File: config.mk
export PLATFORM = sky130hd
export DESIGN_NAME = skinny_inv_sbox_masked_pipe
export DESIGN_NICKNAME = d
export VERILOG_FILES = /design/src/rtl/skinny_inv_sbox_masked_pipe.sv
export SDC_FILE = /design/constraint.sdc
export NUM_CORES = 1
export LEC_CHECK = 0
export CORE_MARGIN = 5
export CORE_UTILIZATION = 47
export CTS_CLUSTER_SIZE = 25
export DETAILED_ROUTE_END_ITERATION = 7
export PLACE_DENSITY = 0.7
export SKIP_LAST_GASP = 1
export SLEW_MARGIN = 20
export SYNTH_ARGS = -nofsm -noshare
export SYNTH_HDL_FRONTEND = slang
export SYNTH_SLANG_ARGS = --single-unit
export TNS_END_PERCENT = 50
File: constraint.sdc
create_clock -name clk -period 2.25 [get_ports clk]
set_input_delay 0.3375 -clock clk [delete_from_list [all_inputs] [get_ports clk]]
set_output_delay 0.3375 -clock clk [all_outputs]
set_load 0.005 [all_outputs]
File: src/rtl/skinny_inv_sbox_masked_pipe.sv
// Three-share masked inverse SKINNY-64 S-box, three-stage elastic pipeline.
// S^-1 = B3 o Q294 o B2 o Q294 o B1. The decomposition used here is
// S^-1 = G o rotr1 o G with the quadratic layer G(x) = N(rotr1(N(x))),
// where N flips bit 0 with NOR(bit3, bit2). B1 and B3 are the identity and
// B2 is a one-bit right rotation of the nibble.
// Each Q294 share function sees only two input shares plus fresh randomness.
// Shares are recombined only downstream of a register.
module skinny_inv_sbox_masked_pipe #(
    parameter bit RST_ZERO = 1'b1
) (
    input  logic        clk,
    input  logic        rst_n,
    input  logic        flush,
    input  logic        in_valid,
    output logic        in_ready,
    input  logic [3:0]  in1,
    input  logic [3:0]  in2,
    input  logic [3:0]  in3,
    input  logic [23:0] r,
    input  logic [7:0]  rc,
    output logic        out_valid,
    input  logic        out_ready,
    output logic [3:0]  out1,
    output logic [3:0]  out2,
    output logic [3:0]  out3,
    output logic [1:0]  occupancy
);

    typedef struct packed {
        logic [3:0]  s1;
        logic [3:0]  s2;
        logic [3:0]  s3;
        logic [23:0] r;
        logic [7:0]  rc;
    } st0_t;

    typedef struct packed {
        logic [3:0]  s1;
        logic [3:0]  s2;
        logic [3:0]  s3;
        logic [11:0] r;
        logic [7:0]  rc;
    } st1_t;

    typedef struct packed {
        logic [3:0] s1;
        logic [3:0] s2;
        logic [3:0] s3;
        logic [7:0] rc;
    } st2_t;

    // Input affine layer: identity in this decomposition.
    function automatic logic [3:0] b1_aff(input logic [3:0] x);
        return x;
    endfunction

    // Middle affine layer: rotate the nibble right by one bit.
    function automatic logic [3:0] b2_aff(input logic [3:0] x);
        return {x[0], x[3:1]};
    endfunction

    // Output affine layer: identity in this decomposition.
    function automatic logic [3:0] b3_aff(input logic [3:0] x);
        return x;
    endfunction

    // One share of G. p supplies the linear part, the cross terms pair p with q,
    // and 'one' injects the constant of G (set in exactly one share).
    // G: y3 = 1^a^b^d^ab, y2 = a, y1 = b, y0 = b^c^d^ab^ad with (a,b,c,d) = x[3:0].
    function automatic logic [3:0] g_share(input logic [3:0] p, input logic [3:0] q,
                                           input logic one);
        logic ab;
        logic ad;
        ab = (p[3] & p[2]) ^ (p[3] & q[2]) ^ (q[3] & p[2]);
        ad = (p[3] & p[0]) ^ (p[3] & q[0]) ^ (q[3] & p[0]);
        return {one ^ p[3] ^ p[2] ^ p[0] ^ ab, p[3], p[2], p[2] ^ p[1] ^ p[0] ^ ab ^ ad};
    endfunction

    // Shared quadratic layer. The pairs (1,2), (2,3), (3,1) together cover all
    // nine cross products; the ring of three random nibbles cancels in the sum.
    // Result is {share1, share2, share3}.
    function automatic logic [11:0] q294(input logic [3:0] x1, input logic [3:0] x2,
                                         input logic [3:0] x3, input logic [11:0] m);
        logic [3:0] f1;
        logic [3:0] f2;
        logic [3:0] f3;
        f1 = g_share(x1, x2, 1'b1) ^ m[3:0]  ^ m[7:4];
        f2 = g_share(x2, x3, 1'b0) ^ m[7:4]  ^ m[11:8];
        f3 = g_share(x3, x1, 1'b0) ^ m[11:8] ^ m[3:0];
        return {f1, f2, f3};
    endfunction

    logic  vld_p0, vld_p1, vld_p2;
    st0_t  data_p0, data_nxt_p0;
    st1_t  data_p1, data_nxt_p1;
    st2_t  data_p2, data_nxt_p2;
    logic  ok0, ok1, ok2, mv0, mv1, accept;
    logic [11:0] q_a, q_b;

    // Handshake: each stage may move when the stage ahead is empty or moving.
    always_comb begin
        ok2      = !vld_p2 | out_ready;
        mv1      = vld_p1 & ok2;
        ok1      = !vld_p1 | ok2;
        mv0      = vld_p0 & ok1;
        ok0      = !vld_p0 | ok1;
        in_ready = ok0 & !flush & rst_n;
        accept   = in_valid & in_ready;
    end

    // Next data for every stage: load on move, hold on stall, clear on flush.
    always_comb begin
        q_a = q294(data_p0.s1, data_p0.s2, data_p0.s3, data_p0.r[11:0]);
        q_b = q294(data_p1.s1, data_p1.s2, data_p1.s3, data_p1.r);

        data_nxt_p0 = data_p0;
        data_nxt_p1 = data_p1;
        data_nxt_p2 = data_p2;

        if (accept) begin
            data_nxt_p0.s1 = b1_aff(in1);
            data_nxt_p0.s2 = b1_aff(in2);
            data_nxt_p0.s3 = b1_aff(in3);
            data_nxt_p0.r  = r;
            data_nxt_p0.rc = rc;
        end
        if (mv0) begin
            data_nxt_p1.s1 = b2_aff(q_a[11:8]);
            data_nxt_p1.s2 = b2_aff(q_a[7:4]);
            data_nxt_p1.s3 = b2_aff(q_a[3:0]);
            data_nxt_p1.r  = data_p0.r[23:12];
            data_nxt_p1.rc = data_p0.rc;
        end
        if (mv1) begin
            data_nxt_p2.s1 = b3_aff(q_b[11:8]);
            data_nxt_p2.s2 = b3_aff(q_b[7:4]);
            data_nxt_p2.s3 = b3_aff(q_b[3:0]);
            data_nxt_p2.rc = data_p1.rc;
        end
        if (flush && RST_ZERO) begin
            data_nxt_p0 = '0;
            data_nxt_p1 = '0;
            data_nxt_p2 = '0;
        end
    end

    // Valid bits: flush wins over any transfer in the same cycle.
    always_ff @(posedge clk or negedge rst_n) begin
        if (!rst_n) begin
            vld_p0 <= 1'b0;
            vld_p1 <= 1'b0;
            vld_p2 <= 1'b0;
        end else if (flush) begin
            vld_p0 <= 1'b0;
            vld_p1 <= 1'b0;
            vld_p2 <= 1'b0;
        end else begin
            vld_p0 <= accept | (vld_p0 & !mv0);
            vld_p1 <= mv0    | (vld_p1 & !mv1);
            vld_p2 <= mv1    | (vld_p2 & !out_ready);
        end
    end

    generate
        if (RST_ZERO) begin : g_data_rst
            // Data registers, cleared by reset so the outputs read zero.
            always_ff @(posedge clk or negedge rst_n) begin
                if (!rst_n) begin
                    data_p0 <= '0;
                    data_p1 <= '0;
                    data_p2 <= '0;
                end else begin
                    data_p0 <= data_nxt_p0;
                    data_p1 <= data_nxt_p1;
                    data_p2 <= data_nxt_p2;
                end
            end
        end else begin : g_data_free
            // Data registers without reset; only the valid bits are cleared.
            always_ff @(posedge clk) begin
                data_p0 <= data_nxt_p0;
                data_p1 <= data_nxt_p1;
                data_p2 <= data_nxt_p2;
            end
        end
    endgenerate

    // Output remask with the rc captured alongside this datum; the sum is unchanged.
    always_comb begin
        out_valid = vld_p2;
        out1      = data_p2.s1 ^ data_p2.rc[3:0];
        out2      = data_p2.s2 ^ data_p2.rc[7:4];
        out3      = data_p2.s3 ^ data_p2.rc[3:0] ^ data_p2.rc[7:4];
        occupancy = {1'b0, vld_p0} + {1'b0, vld_p1} + {1'b0, vld_p2};
    end

endmodule
* Word level (Yosys, flattened, before mapping)
Index checks and enable logic that the tools add are counted.
Word-level totals: input port bits 49, output and inout bits 16, logic and storage cells 172, bits in registers 99
Cells by class: add/sub/neg operators 2, bitwise gates (word level) 134, reductions and logical operators 10, mux-type cells 9
Operators by type and width (count):
- 44-bit 2-to-1 mux | 2
- 1-bit bitwise XOR | 66
- 32-bit 2-to-1 mux | 2
- 4-bit bitwise XOR | 16
- 1-bit AND | 44
- 20-bit 2-to-1 mux | 2
- 1-bit logical NOT | 7
- 1-bit OR | 6
- 2-bit nonzero test | 3
- 1-bit 2-to-1 mux | 3
- 1-bit by 1-bit adder with 2-bit output | 1
- 2-bit by 1-bit adder with 2-bit output | 1
- 1-bit inverter | 2

* Depth between registers and ports, before layout
word-level depth 9, gate-level depth with buffers 7, gate-level depth less buffers 6

* Worst setup path before layout
No wires, ideal clock.
kind reg2reg, from reg data_p0[42] in the netlist's numbering, to reg data_p1[31] in the netlist's numbering, cell stages (with the launch flop) 7, data arrival time 1633 ps, data required time 2129 ps, setup time 121 ps, period minus slack after synthesis 1754 ps, path buffers 0, slack 496 ps, path through dfrtp_1 > ha_1 > xor2_1 > xnor3_1 > xnor2_2 > xnor2_1 > a22o_1
On the way: longest elaborated chain between the ends 9, elaborated cells on any way between the ends 12
RTL lines:
- from (decl) | line 94 | st0_t data_p0, data_nxt_p0;
- from (signal assigned) | line 173 | data_p0 <= data_nxt_p0;
- 1-bit AND | line 74 | ab = (p[3] & p[2]) ^ (p[3] & q[2]) ^ (q[3] & p[2]);
- 1-bit bitwise XOR (2 in series) | line 74
- 1-bit bitwise XOR (*) (2 in series) | line 76 | return {one ^ p[3] ^ p[2] ^ p[0] ^ ab, p[3], p[2], p[2] ^ p[1] ^ p[0] ^ ab ^ ad};
- 4-bit bitwise XOR (*) (2 in series) | line 87 | f1 = g_share(x1, x2, 1'b1) ^ m[3:0] ^ m[7:4];
- 32-bit 2-to-1 mux (*) | line 127 | if (mv0) begin
- 32-bit 2-to-1 mux (*) | line 140 | if (flush && RST_ZERO) begin
- to (signal assigned) | line 174 | data_p1 <= data_nxt_p1;
- to (decl) | line 95 | st1_t data_p1, data_nxt_p1;
Every way passes the cells marked *; elsewhere a longest branch is shown, timed or not. The select of a mux whose other input is x is not followed. A chain may end at the register's enable or synchronous reset.

* Worst setup path after layout
from reg vld_p1, to out occupancy[0]
On the way: longest elaborated chain between the ends 2
RTL lines:
- from (decl) | line 93 | logic vld_p0, vld_p1, vld_p2;
- from (signal assigned) | line 159 | vld_p1 <= mv0 | (vld_p1 & !mv1);
- 1-bit by 1-bit adder with 2-bit output | line 194 | occupancy = {1'b0, vld_p0} + {1'b0, vld_p1} + {1'b0, vld_p2};
- 2-bit by 1-bit adder with 2-bit output | line 194
- to (decl) | line 26 | output logic [1:0] occupancy
No other way between the ends.

==> run metrics <==
skew final=0.009037 ns; status=finished clean; Worst Path Buf+Inv=1; Max Fanout on Critical Path=7; share of cells above drive strength 1=0.08079; worst path cell trace=fa_1 > clkdlybuf4s50_1; Yosys warnings=0; Seq pwr share=0.514; Worst Max-Slew Pin Slew=0.8021 ns; CP required=1.91 ns; fillers=974; GP Congestion=0.8313; Cell Int Power=2.753 mW; drt first pass iters=4; FMAX=0.4590 GHz; number of synthesized register bits=99; Sink Count=99; DR iter-0 viols=143; I/O pins=65; Die X=114.4 um; Worst-path clk slew=0.10 ns; critical path's top delay family=adder cells; Synth Net Count=546; # setup viols final=0; GRT Resource Usage Total=0.1662; vias in the first global route=3596; H-tree levels=3; Arrival @ worst endpoint=1.84 ns; routed length per instance=14.65 um; Area Overhead vs Synth=20.93%; fin area=6195 um^2; post-layout util=0.5765; Crit Path Class=reg2out; RSZ-0062 raised after global routing=yes; Chip Height=114.4 um; vias=3541; Cell Count, Final, Fillers Out=697; Startpoint Class=flip-flop; Tot Pwr=3.692 mW; Remaining DRCs=0; CTS Root Buffer Type=clkbuf_8; total die area=13090 um^2; Max clock buf depth=2; row cnt=38; Slowest Stage Delay on Critical Path=0.51 ns; global-route wire length before repair=17480 um; Core Area=10750 um^2; total CTS buffers=9; Yosys cell types=26; Post-CTS Setup Inserts=0; Mapped Area=5122 um^2; clock power share=0.344; largest net degree at the start of global routing=54; logic gate share of total power=0.142; nets@finish=608; Hold Crit Class=in2async; Critical Path Sink Type=primary output; max cap viols=0; Mapped Avg Cell Area=10.45 um^2; Switching Fraction=0.2545; antenna violations before repair=0; Storage cell area=2479 um^2; CTS tree=yes; Routed WL=10210 um; clk_lat worst skew=0.37 ns; Peak VDD IR=0.4011 mV; multi-input combinational cell area=2529 um^2; detailed placement HPWL=7471 um; Lkg Pwr=2.909 nW; Psw=939.7 uW; most common cell after layout, fill and taps aside=nand2_1; Slew Viols, Final=0; Critical-path top delay cell=fa_1; Initial Util=0.4767; power per cell area=596.0 nW/um^2; register area share after synthesis=0.4836; Tmin final=2.179 ns; most frequent cells in the layout=nand2_1, dfrtp_1, xnor2_1; Final Hold Fails=0; Vias/cell=5.080; Synth Instances=490; GR Overflow Total=0; PortBufs=64; Fin Setup TNS=0 ns; Placed Area=5964 um^2; antenna cells=0; dpl cells=681; Routed Antenna Nets=0; period utilization=0.9683; Worst slew margin=0.4647
==> cells in the mapped netlist <==
master / instances / share of area
mux2_2: 5 / 0.011
a21oi_1: 16 / 0.016
dfrtp_1: 99 / 0.48
inv_1: 3 / 0.0022
a32oi_1: 5 / 0.0085
nor2b_1: 2 / 0.0024
a221oi_1: 1 / 0.0017
and4bb_2: 1 / 0.0024
xor2_1: 27 / 0.046
nor2_1: 21 / 0.015
xnor2_2: 2 / 0.0064
xnor3_1: 5 / 0.022
xnor2_1: 68 / 0.12
fa_1: 1 / 0.0039
buf_2: 8 / 0.0078
ha_1: 6 / 0.015
a311oi_1: 1 / 0.0017
or2b_1: 2 / 0.0029
and2_1: 1 / 0.0012
nand2b_1: 3 / 0.0037
nand3b_1: 40 / 0.059
nand3_1: 1 / 0.00098
nor3b_1: 1 / 0.0015
nand2_1: 104 / 0.076
a22o_1: 45 / 0.077
clkbuf_1: 22 / 0.016
==> logic make-up after synthesis <==
kind of cell	share of synthesized area
adders and majority gates	0.01856
DFF	0.4836
and+or+nand+nor	0.1654
xor gates and xnor gates	0.1908
AOI/OAI and AO/OA	0.1045
muxes	0.01099
buffers and inverters	0.02614
==> area by class of cell <==
cell class	instances	area share
inverter	3	0.001818
clock inverter	7	0.01596
tap	140	0.02828
timing repair buffer	81	0.1256
clock buffer	9	0.02000
multi-input combinational	358	0.4082
sequential	99	0.4001
==> registers in the layout, summed over array words and instances (netlist names) <==
signal	count
data_p2	20
vld_p1	1
data_p1	32
vld_p0	1
out_valid	1
data_p0	44
==> stage by stage <==
stage | hold slack, ns | worst slack, ns
global placement | 0.4805 | -0.008241
global route | 0.1114 | -0.02858
detailed placement | 0.4904 | 0.02743
finish | 0.06010 | 0.07121
CTS | 0.08274 | 0.01280
floorplan | 0.04191 | 0.4965
==> layer usage <==
metal,global-route usage,part of all wire,vias up
li1,-,-,1769
met1,0.2246,0.46,1703
met2,0.2720,0.49,57
met3,0.03488,0.035,12
met4,0.04592,0.016,0
met5,0,0,-
==> worst paths after layout <==
path,start,cells past startpoint,to,slack (ns)
max in group asynchronous,rst_n,3,data_p1[19],1.09
setup reg to reg,data_p1[26],6,data_p2[12],0.29
min in group clk,r[3],3,data_p0[11],0.49
setup / recovery,vld_p1,2,occupancy[0],0.07
hold / removal,rst_n,2,data_p0[3],0.06
hold reg to reg,data_p1[7],1,data_p2[7],0.50
==> power groups by stage <==
stage / clock network (mW) / logic (mW) / registers (mW)
after floorplan: 0 / 0.334 / 1.91
after global placement: 0 / 0.520 / 1.93
after global routing: 1.38 / 0.581 / 1.91
after CTS: 1.30 / 0.534 / 1.90
after detailed placement: 0 / 0.531 / 1.93
final: 1.27 / 0.524 / 1.90
==> repair_timing <==
| item | in CTS | in global routing |
|---|---|---|
| endpoints found under the setup margin | 1 | 2 |
| gates resized for setup | 1 | 1 |
| pin swaps | 0 | 1 |
| hold buffers | 0 | 0 |
(Power assumes the default switching activity.)
